==> src/rtl/mux_n_to_1_reg.sv <==
// Registered N:1 selector (direct or round-robin) with valid/ready handshake.
// Latency: 1 cycle from in_valid&in_ready to out_valid. Backpressure: in_ready drops while full and !out_ready.
module mux_n_to_1_reg #(
  parameter int WIDTH = 6,
  parameter int N     = 4,
  localparam int SEL_W = $clog2(N)
) (
  input  logic               clk,
  input  logic               rst,
  input  logic [N*WIDTH-1:0] in_data,
  input  logic [N-1:0]       in_valid,
  output logic [N-1:0]       in_ready,
  input  logic               mode,
  input  logic [SEL_W-1:0]   sel,
  output logic [WIDTH-1:0]   out_data,
  output logic [SEL_W-1:0]   out_ch,
  output logic               out_valid,
  input  logic               out_ready,
  output logic               sel_err
);

  typedef enum logic {EMPTY, FULL} state_t;

  state_t             state, state_nxt;
  logic [SEL_W-1:0]   rr_ptr;
  logic [N-1:0]       grant;
  logic [SEL_W-1:0]   gnt_idx;
  logic [SEL_W-1:0]   scan_idx;
  logic               found;
  logic               sel_oob;
  logic               load;
  logic               xfer;
  logic [WIDTH-1:0]   ch_dat [N];

  for (genvar g = 0; g < N; g++) begin : g_ch
    assign ch_dat[g] = in_data[g*WIDTH +: WIDTH];
  end

  // Out-of-range sel only exists when N is not a power of two.
  if ((1 << SEL_W) > N) begin : g_oob
    assign sel_oob = (int'(sel) >= N);
  end else begin : g_no_oob
    assign sel_oob = 1'b0;
  end

  always_comb begin
    grant    = '0;
    gnt_idx  = '0;
    scan_idx = '0;
    found    = 1'b0;
    if (!mode) begin
      if (!sel_oob) begin
        grant[sel] = in_valid[sel];
        gnt_idx    = sel;
      end
    end else begin
      for (int k = 1; k <= N; k++) begin
        scan_idx = SEL_W'((int'(rr_ptr) + k) % N);
        if (!found && in_valid[scan_idx]) begin
          found           = 1'b1;
          grant[scan_idx] = 1'b1;
          gnt_idx         = scan_idx;
        end
      end
    end
  end

  assign out_valid = (state == FULL);
  assign load      = !out_valid || out_ready;
  assign in_ready  = grant & {N{load && !rst}};
  assign xfer      = |in_ready;

  always_comb begin
    state_nxt = state;
    case (state)
      EMPTY: if (xfer) state_nxt = FULL;
      FULL:  if (out_ready) state_nxt = xfer ? FULL : EMPTY;
      default: state_nxt = EMPTY;
    endcase
  end

  always_ff @(posedge clk) begin
    if (rst) state <= EMPTY;
    else     state <= state_nxt;
  end

  always_ff @(posedge clk) begin
    if (rst) begin
      out_data <= '0;
      out_ch   <= '0;
      rr_ptr   <= SEL_W'(N-1);
      sel_err  <= 1'b0;
    end else begin
      sel_err <= !mode && sel_oob;
      if (xfer) begin
        out_data <= ch_dat[gnt_idx];
        out_ch   <= gnt_idx;
        // rr_ptr survives DIRECT mode so round-robin resumes fairly.
        if (mode) rr_ptr <= gnt_idx;
      end
    end
  end

endmodule
==> config.mk <==
export PLATFORM = sky130hd
export DESIGN_NAME = mux_n_to_1_reg
export DESIGN_NICKNAME = d
export VERILOG_FILES = /design/src/rtl/mux_n_to_1_reg.sv
export SDC_FILE = /design/constraint.sdc
export NUM_CORES = 1
export LEC_CHECK = 0
export ABC_AREA = 1
export CAP_MARGIN = 15
export CORE_MARGIN = 2
export CORE_UTILIZATION = 45
export DETAILED_ROUTE_END_ITERATION = 10
export HOLD_SLACK_MARGIN = 0.08
export PLACE_DENSITY_LB_ADDON = 0.2
export SKIP_LAST_GASP = 1
export SLEW_MARGIN = 30
export SYNTH_ARGS = -nofsm -noshare
export SYNTH_HDL_FRONTEND = slang
export SYNTH_SLANG_ARGS = --single-unit
==> constraint.sdc <==
create_clock -name clk -period 2.93 [get_ports clk]
set_input_delay 0.4395 -clock clk [delete_from_list [all_inputs] [get_ports clk]]
set_output_delay 0.4395 -clock clk [all_outputs]
set_load 0.01 [all_outputs]
Word level (Yosys, flattened, before mapping):

Cells that the tools add are included.

* bits in registers: 11
* bits of input ports: 34
* word-level logic and storage cells: 88

* add/sub/neg operators: 4
* magnitude comparators: 11
* multiplexer cells: 45
* bitwise gates (word level): 7
* reductions and logical operators: 17

Operator list (number)
* two-way mux 4 bit: 8
* two-way mux 1 bit: 18
* less-than comparator 2 x 3 -> 1 bit, second input constant: 5
* binary-select mux 6 bit (select 2 bit): 1
* two-way mux 6 bit: 2
* OR 4 bit: 3
* binary-select mux 1 bit (select 2 bit): 5
* demux 1 bit (select 2 bit): 5
* greater-or-equal comparator 2 x 1 -> 1 bit, second input constant: 5
* two-way mux 2 bit: 5
* logical AND 1 bit: 9
* AND 4 bit: 2
* logical NOT 1 bit: 5
* adder 2 x 1 -> 2 bit, second input constant: 2
* adder 2 bit, second input constant: 2
* OR reduction 4 bit: 1
* greater-or-equal comparator 3 bit, second input constant: 1
* NOT 2 -> 3 bit: 1
* case mux 1 bit (2 select lines): 1
* AND reduction 2 bit: 1
* logical OR 1 bit: 1
* NOT 1 bit: 1

Depth between registers and ports, before layout:

Gate-level depths: netlist of run 1.

* depth after elaboration: 22
* gate-level depth with buffers: 19
* depth with buffers taken out: 17

Worst setup path after synthesis of run 1:

Ideal clock, no wire load.

* path kind: register to output
* start point: register rr_ptr[1]
* end point: output in_ready[1]
* data arrival time: 1.972 ns
* data required time: 2.491 ns
* setup slack: 0.519 ns
* stages on the path, launching flop included: 15
* path through: dfxtp_1 -> inv_1 -> ha_1 -> inv_1 -> nand2_4 -> nand2_8 -> nor2_8 -> nand3_2 -> inv_1 -> nand2_1 -> nand2_1 -> nand2_1 -> nand2_2 -> nand2_4 -> inv_1

* cells in the longest elaborated chain, start to end: 18

RTL lines
* from (decl): line 25 `logic [SEL_W-1:0] rr_ptr;`
* from (signal assigned): line 91 `rr_ptr <= SEL_W'(N-1);`
* from (signal assigned): line 99 `if (mode) rr_ptr <= gnt_idx;`
* parallel branches: the longest is 15 deep, another holds less-than comparator 2 x 3 -> 1 bit
* two-way mux 4 bit *: line 59 `if (!found && in_valid[scan_idx]) begin`
* two-way mux 4 bit *: line 51 `if (!mode) begin`
* AND 4 bit *: line 70 `assign in_ready = grant & {N{load && !rst}};`
* to (decl): line 12 `output logic [N-1:0] in_ready,`

Every way passes the cells marked *. The select of a mux whose other input is x is not followed.

Final worst setup path of run 1:

Ends and elaborated chain as after synthesis.

==> results of run 1 <==
[routing by layer]
metal	routed length (um)	vias to the layer above	global-route usage [%]	part of all wire, %
li1	-	860	-	-
met1	1560	723	26.3	41
met2	2040	45	43.2	54
met3	173	2	4.48	4.6
met4	5	0	0.932	0.13
met5	0	-	0	0
[metrics by stage]
step | total power (uW) | hold WS [ns] | instances
floorplan | 700 | 0.533 | 237
global placement | 944 | 0.482 | 336
detailed placement | 952 | 0.499 | 336
CTS | 1070 | 0.517 | 340
global route | 1150 | 0.548 | 340
finish | 1060 | 0.512 | 340
[cells in the mapped netlist]
cell / n / area [sq um]
o21ai_2: 1 / 8.76
buf_4: 3 / 22.5
dfxtp_1: 11 / 220
nand3_2: 2 / 20.0
clkbuf_1: 1 / 3.75
nand2_8: 2 / 40.0
nand3b_1: 6 / 45.0
o21ai_1: 1 / 5.00
inv_6: 1 / 8.76
a21oi_4: 1 / 16.3
buf_6: 2 / 22.5
nand2_1: 80 / 300
nor2_4: 1 / 11.3
nor2_2: 2 / 12.5
a21oi_1: 6 / 30.0
clkinv_1: 1 / 3.75
nor2_1: 27 / 101
o21ai_0: 1 / 5.00
o21bai_1: 2 / 15.0
nand2_2: 19 / 119
inv_2: 1 / 3.75
inv_1: 17 / 63.8
nand4_1: 3 / 18.8
nand3_4: 1 / 17.5
nor2_8: 1 / 20.0
inv_8: 1 / 11.3
nand2_4: 5 / 56.3
ha_1: 8 / 100
conb_1: 1 / 3.75
nand3_1: 29 / 145
[power by group]
group	internal (uW)	leakage (uW)	total [uW]	switching (uW)
combinational	328	0.00103	752	424
sequential	184	0.0000909	202	18.1
clock	50.6	0.0000177	106	55.0
total	562	0.00114	1060	497
[how the worst max path moves through the flow]
stage,startpoint,depth (start not counted),to,slack (ns)
finish,rr_ptr[1]$_SDFFE_PP1P_,15,in_ready[1],0.41
detailed placement,in_valid[1],15,in_ready[1],0.04
floorplan,rr_ptr[1]$_SDFFE_PP1P_,14,in_ready[1],0.52
global placement,in_valid[2],15,in_ready[1],0.04
global route,rr_ptr[1]$_SDFFE_PP1P_,15,in_ready[1],0.22
CTS,rr_ptr[1]$_SDFFE_PP1P_,15,in_ready[1],0.02
[kinds of logic after synthesis]
group	synth area share, %
DFF	15.2
and+or+nand+nor	62.5
other	0.258
buffers and inverters	9.65
adders and majority gates	6.90
AOI/OAI and AO/OA	5.52
[sequential cells by signal (all words and copies together) (netlist names)]
name	count
out_ch	2
out_data	6
rr_ptr	2
out_valid	1
[timing repair]
item,in CTS,in global routing
setup endpoints to repair,4,4
gates cloned,0,0
resized for setup,3,4
buffers inserted,0,0
[layout make-up]
| cell class | instances | area (sq um) |
|---|---|---|
| fill | 306 | 971 |
| tap | 44 | 55.1 |
| multi-input combinational | 199 | 1100 |
| sequential | 11 | 221 |
| clock inverter | 1 | 5.00 |
| inverter | 21 | 91.3 |
| timing repair buffer | 61 | 583 |
| clock buffer | 3 | 22.5 |
[worst max-delay path, delay by kind of cell (launching register included)]
| kind | cells | cell delay [ns] |
|---|---|---|
| DFF | 1 | 0.34 |
| adders and majority gates | 1 | 0.31 |
| and+or+nand+nor | 9 | 0.70 |
| buffers and inverters | 5 | 0.43 |
==> metrics.cfg, run 1 <==
[sta]
finalSetupViolCount = 0
drv_slew = 0
worst_clock_skew_ns = 0.00117
tns_ns = 0
rsz0062_at_grt = no
period_needed_ns = 2.52
fin_crit_sh_pct = 86.0
worst_slack_ns = 0.409
fmax_mhz = 397
finalHoldViolCount = 0

[finish]
syn2layout_area_growth_pct = 43.4
final_nets = 339
final_common_cell = nand2_1
n_antenna_cell = 0
final_util_pct = 68.2
drive_gt1_share_pct = 19.9
fin_area_sq_um = 2080
final_cell_mix = nand2_1, clkdlybuf4s50_1, nand3_1

[routing]
drt-initial-drc-count = 74
drc = 0
dr_total_vias = 1630
drtAntennaViolNets = 0
wl_per_cell_um = 11.1
drtPass1Iterations = 5
routed_via_density = 4.79
drt-total-wl_mm = 3.77

[critical_path]
start_kind = flop
critical_path_arrival_ns = 2.08
cp.required_ns = 2.49
max_stage_delay_ns = 0.34
end_kind = primary output
crit_top_cell = inv_1
reg2reg_depth = 18
path_cells = inv_1, ha_4, inv_1, nand2_4, nand2_8, nor2_8, nand3_2, inv_1, nand2_1, nand2_1, nand2_1, nand2_2, nand2_4, inv_1, dlymetal6s2s_1
crit_type = flop to primary output
cpMaxStageDelayCell = dfxtp_1
r2r_setup_slack_ns = 0.62
cp_max_fo = 7
r2r_end = out_data[4]$_SDFFE_PP0P_
timing.rr.start = rr_ptr[1]$_SDFFE_PP1P_

[floorplanning]
initial_core_util_pct = 47.5
fp-row-count = 20
pin_count = 48
fp.dieArea_sq_um = 3700
die_h_um = 60.8
fp.coreArea_sq_um = 3050
die_x_um = 60.8

[yosys]
synthDistinctLibCells = 30
yosysSeqAreaShare_pct = 15.2
synth_seq_cells = 11
synthCells = 237
syn_avg_cell_area_sq_um = 6.12
syn_nets = 279
ys_warn_count = 0
syn_area_sq_um = 1450

[hold_path]
min_from = out_ch[0]$_SDFFE_PP0P_
hold_path_class = flop to flop
hold-path-cell-count = 2
holdPathEnd = out_ch[0]$_SDFFE_PP0P_

[clocking]
cts_root_buffer = clkbuf_4
ctsHoldBuffers = 0
clk_latency_ns = 0.27
cts_buffer_depth = 2
clkTransAtPathRegs_ns = 0.07
htree_num_levels = 1
cts_tree = built
cts_sinks = 11
cts_buffers = 3

[place]
port_buffers = 46
dp_hpwl_mm = 3.15
gp_congestion = 0.951
dp_slack_ns = 0.0430
placed_cell_area_sq_um = 2030

[global_routing]
grt_max_degree = 14
grt_pass1_wl_mm = 6.35
grt_use_total_pct = 22.3
antenna_found_initial = 0
globalRouteOverflowTotal = 0
grt_pass1_vias = 1502

[run_status]
status = finished, final reports clean

[pwr]
peakVddDrop_mv = 0.375
power_density_nw_per_um2 = 509
leakage_uw = 0.00114

[flow_run]
cap_violations = 0

Power figures use the tool's default switching activity.
==> inputs of run 2 (changes only) <==
--- a/config.mk
+++ b/config.mk
@@ -7,6 +7,7 @@
 export LEC_CHECK = 0
 export ABC_AREA = 1
 export CAP_MARGIN = 15
+export CORE_ASPECT_RATIO = 2
 export CORE_MARGIN = 2
 export CORE_UTILIZATION = 45
 export DETAILED_ROUTE_END_ITERATION = 10
==> run 2 against run 1 <==
Clock skew up 0.0015 ns; critical path depth down 4; count of clock-buffer cells in the layout up 1; final cell count down 4.7%; combinational power about the same; global-route usage up 1.6 points; fmax down 8.3%; die area up 0.74%; critical path type is now input pin to primary output; critical endpoint is now in_ready[2].
==> metrics.cfg, run 2 (same netlist as run 1, synthesis figures left out) <==
[run_status]
status = finished, final reports clean

[global_routing]
globalRouteOverflowTotal = 0  ; unchanged
grt_use_total_pct = 23.8  ; +1.6 points
grt_pass1_wl_mm = 6.79  ; +6.9%
grt_pass1_vias = 1609  ; +7.1%
grt_max_degree = 14  ; unchanged
antenna_found_initial = 0  ; unchanged

[finish]
regMostFlops = out_data
reg_top3 = out_data x6, out_ch x2, rr_ptr x2
final_cell_mix = nand2_1, clkdlybuf4s50_1, nand3_1
final_nets = 336  ; -0.88%
fill_cells = 299  ; -2.3%
syn2layout_area_growth_pct = 42.3
n_antenna_cell = 0  ; unchanged
stdcell_count = 324  ; -4.7%
final_util_pct = 66.2  ; -2.0 points
largest_register_ffs = 6  ; unchanged
register_area_sq_um = 221  ; unchanged
drive_gt1_share_pct = 18.8  ; -1.2 points
multiInputGateArea_sq_um = 1110  ; +0.45%
final_common_cell = nand2_1

[sta]
fmax_mhz = 364  ; -8.3%
rsz0062_at_grt = no
drv_slew = 0  ; unchanged
worst_clock_skew_ns = 0.00265  ; +0.00148 ns
finalSetupViolCount = 0  ; unchanged
fin_crit_sh_pct = 93.8  ; +7.8 points
finalHoldViolCount = 0  ; unchanged
worst_slack_ns = 0.182  ; -0.228 ns
period_needed_ns = 2.75  ; +0.228 ns

[clocking]
cts_buffers = 3  ; unchanged
clk_latency_ns = 0.23  ; -0.04 ns
cts_sinks = 11  ; unchanged
post_cts_buffers = 0  ; unchanged
cts_tree = built
cts_root_buffer = clkbuf_8
cts_buffer_depth = 2  ; unchanged
htree_num_levels = 1  ; unchanged
clkTransAtPathRegs_ns = 0.05  ; -0.02 ns

[critical_path]
max_stage_delay_ns = 0.52  ; +0.18 ns
crit_start = in_valid[3]
critical_path_arrival_ns = 2.31  ; +0.23 ns
cp_max_fo = 3  ; -4
path_cells = clkdlybuf4s50_1, nand2_1, nand2_1, nand2_1, nand2_1, buf_4, nand4_1, nand3_1, nand2_1, inv_1, clkdlybuf4s50_1
crit_type = input pin to primary output
timing.rr.start = rr_ptr[1]$_SDFFE_PP1P_
crit_top_cell = nand2_1
r2r_setup_slack_ns = 0.63  ; about the same
r2r_end = out_data[4]$_SDFFE_PP0P_
end_kind = primary output
start_kind = input pin
cpMaxStageDelayCell = clkdlybuf4s50_1
reg2reg_depth = 18  ; unchanged
cp.required_ns = 2.49  ; about the same

[routing]
drtAntennaViolNets = 0  ; unchanged
drt-total-wl_mm = 4.04  ; +7.1%
dr_total_vias = 1612  ; -1.1%
drtPass1Iterations = 5  ; unchanged
drt-initial-drc-count = 20  ; -73%
wl_per_cell_um = 12.5  ; +12%
routed_via_density = 4.98  ; +3.8%
drc = 0  ; unchanged

[pwr]
power_density_nw_per_um2 = 536  ; +5.4%
total_power_uw = 1110  ; +4.6%
peakVddDrop_mv = 0.497  ; +32%
leakage_uw = 0.00112  ; -2.0%

[place]
placedCellCount = 320  ; -4.8%
dp_hpwl_mm = 3.37  ; +6.8%
dp_slack_ns = -0.00638  ; -0.0494 ns
gp_congestion = 0.938  ; -1.3%
port_buffers = 46  ; unchanged

[floorplanning]
fp.coreArea_sq_um = 3120  ; +2.2%
fp.dieArea_sq_um = 3720  ; +0.74%
die_h_um = 84.3  ; +39%
pin_count = 48  ; unchanged
initial_core_util_pct = 46.5  ; -1.0 points
fp-row-count = 29  ; +45%
die_x_um = 44.2  ; -27%

[hold_path]
min_from = out_ch[0]$_SDFFE_PP0P_
holdPathEnd = out_ch[0]$_SDFFE_PP0P_
hold-path-cell-count = 2  ; unchanged
hold_path_class = flop to flop

[flow_run]
cap_violations = 0  ; unchanged

==> run 2: repair_timing <==
item	CTS	global route
hold buffers	0	0
resized for setup	4	4
setup endpoints to repair	3	4
==> run 2: critical path: cells and delay by family <==
family / cells / cell delay (ns)
buffers and inverters: 4 / 1.24
and+or+nand+nor: 7 / 0.64
==> run 2: how the worst max path moves through the flow <==
stage,end,slack [ns],cells past startpoint
floorplan,in_ready[1],0.52,14
global placement,in_ready[1],0.02,15
detailed placement,in_ready[1],-0.006,15
CTS,in_ready[1],0.02,15
global route,in_ready[0],0.001,11
finish,in_ready[2],0.18,11
==> run 2: cell type report <==
| class | count | area share (%) |
|---|---|---|
| multi-input combinational | 199 | 53.7 |
| timing repair buffer | 58 | 27.1 |
| sequential | 11 | 10.7 |
| inverter | 21 | 4.42 |
| clock buffer | 4 | 2.18 |
| tap | 31 | 1.88 |
==> run 2: metal layers <==
layer / global-route usage (%) / vias up / routed length (um)
met1: 22.0 / 721 / 1360
li1: - / 855 / -
met2: 49.3 / 28 / 2550
met5: 0 / - / 0
met4: 7.16 / 0 / 65
met3: 2.15 / 8 / 62
==> run 2: power breakdown <==
part / total, uW / switching, uW / internal (uW)
combinational: 755 / 435 / 320
sequential: 204 / 19.3 / 185
clock: 149 / 54.0 / 95.3
==> run 2: per-stage QoR <==
stage                     TNS [ns]  hold WS, ns  cell area (sq um)
after detailed placement  -0.00638        0.511               1990
after floorplan                  0        0.533               1450
after global routing             0        0.567               2070
after CTS                        0        0.524               2060
after global placement           0        0.505               1990
final                            0        0.525               2070
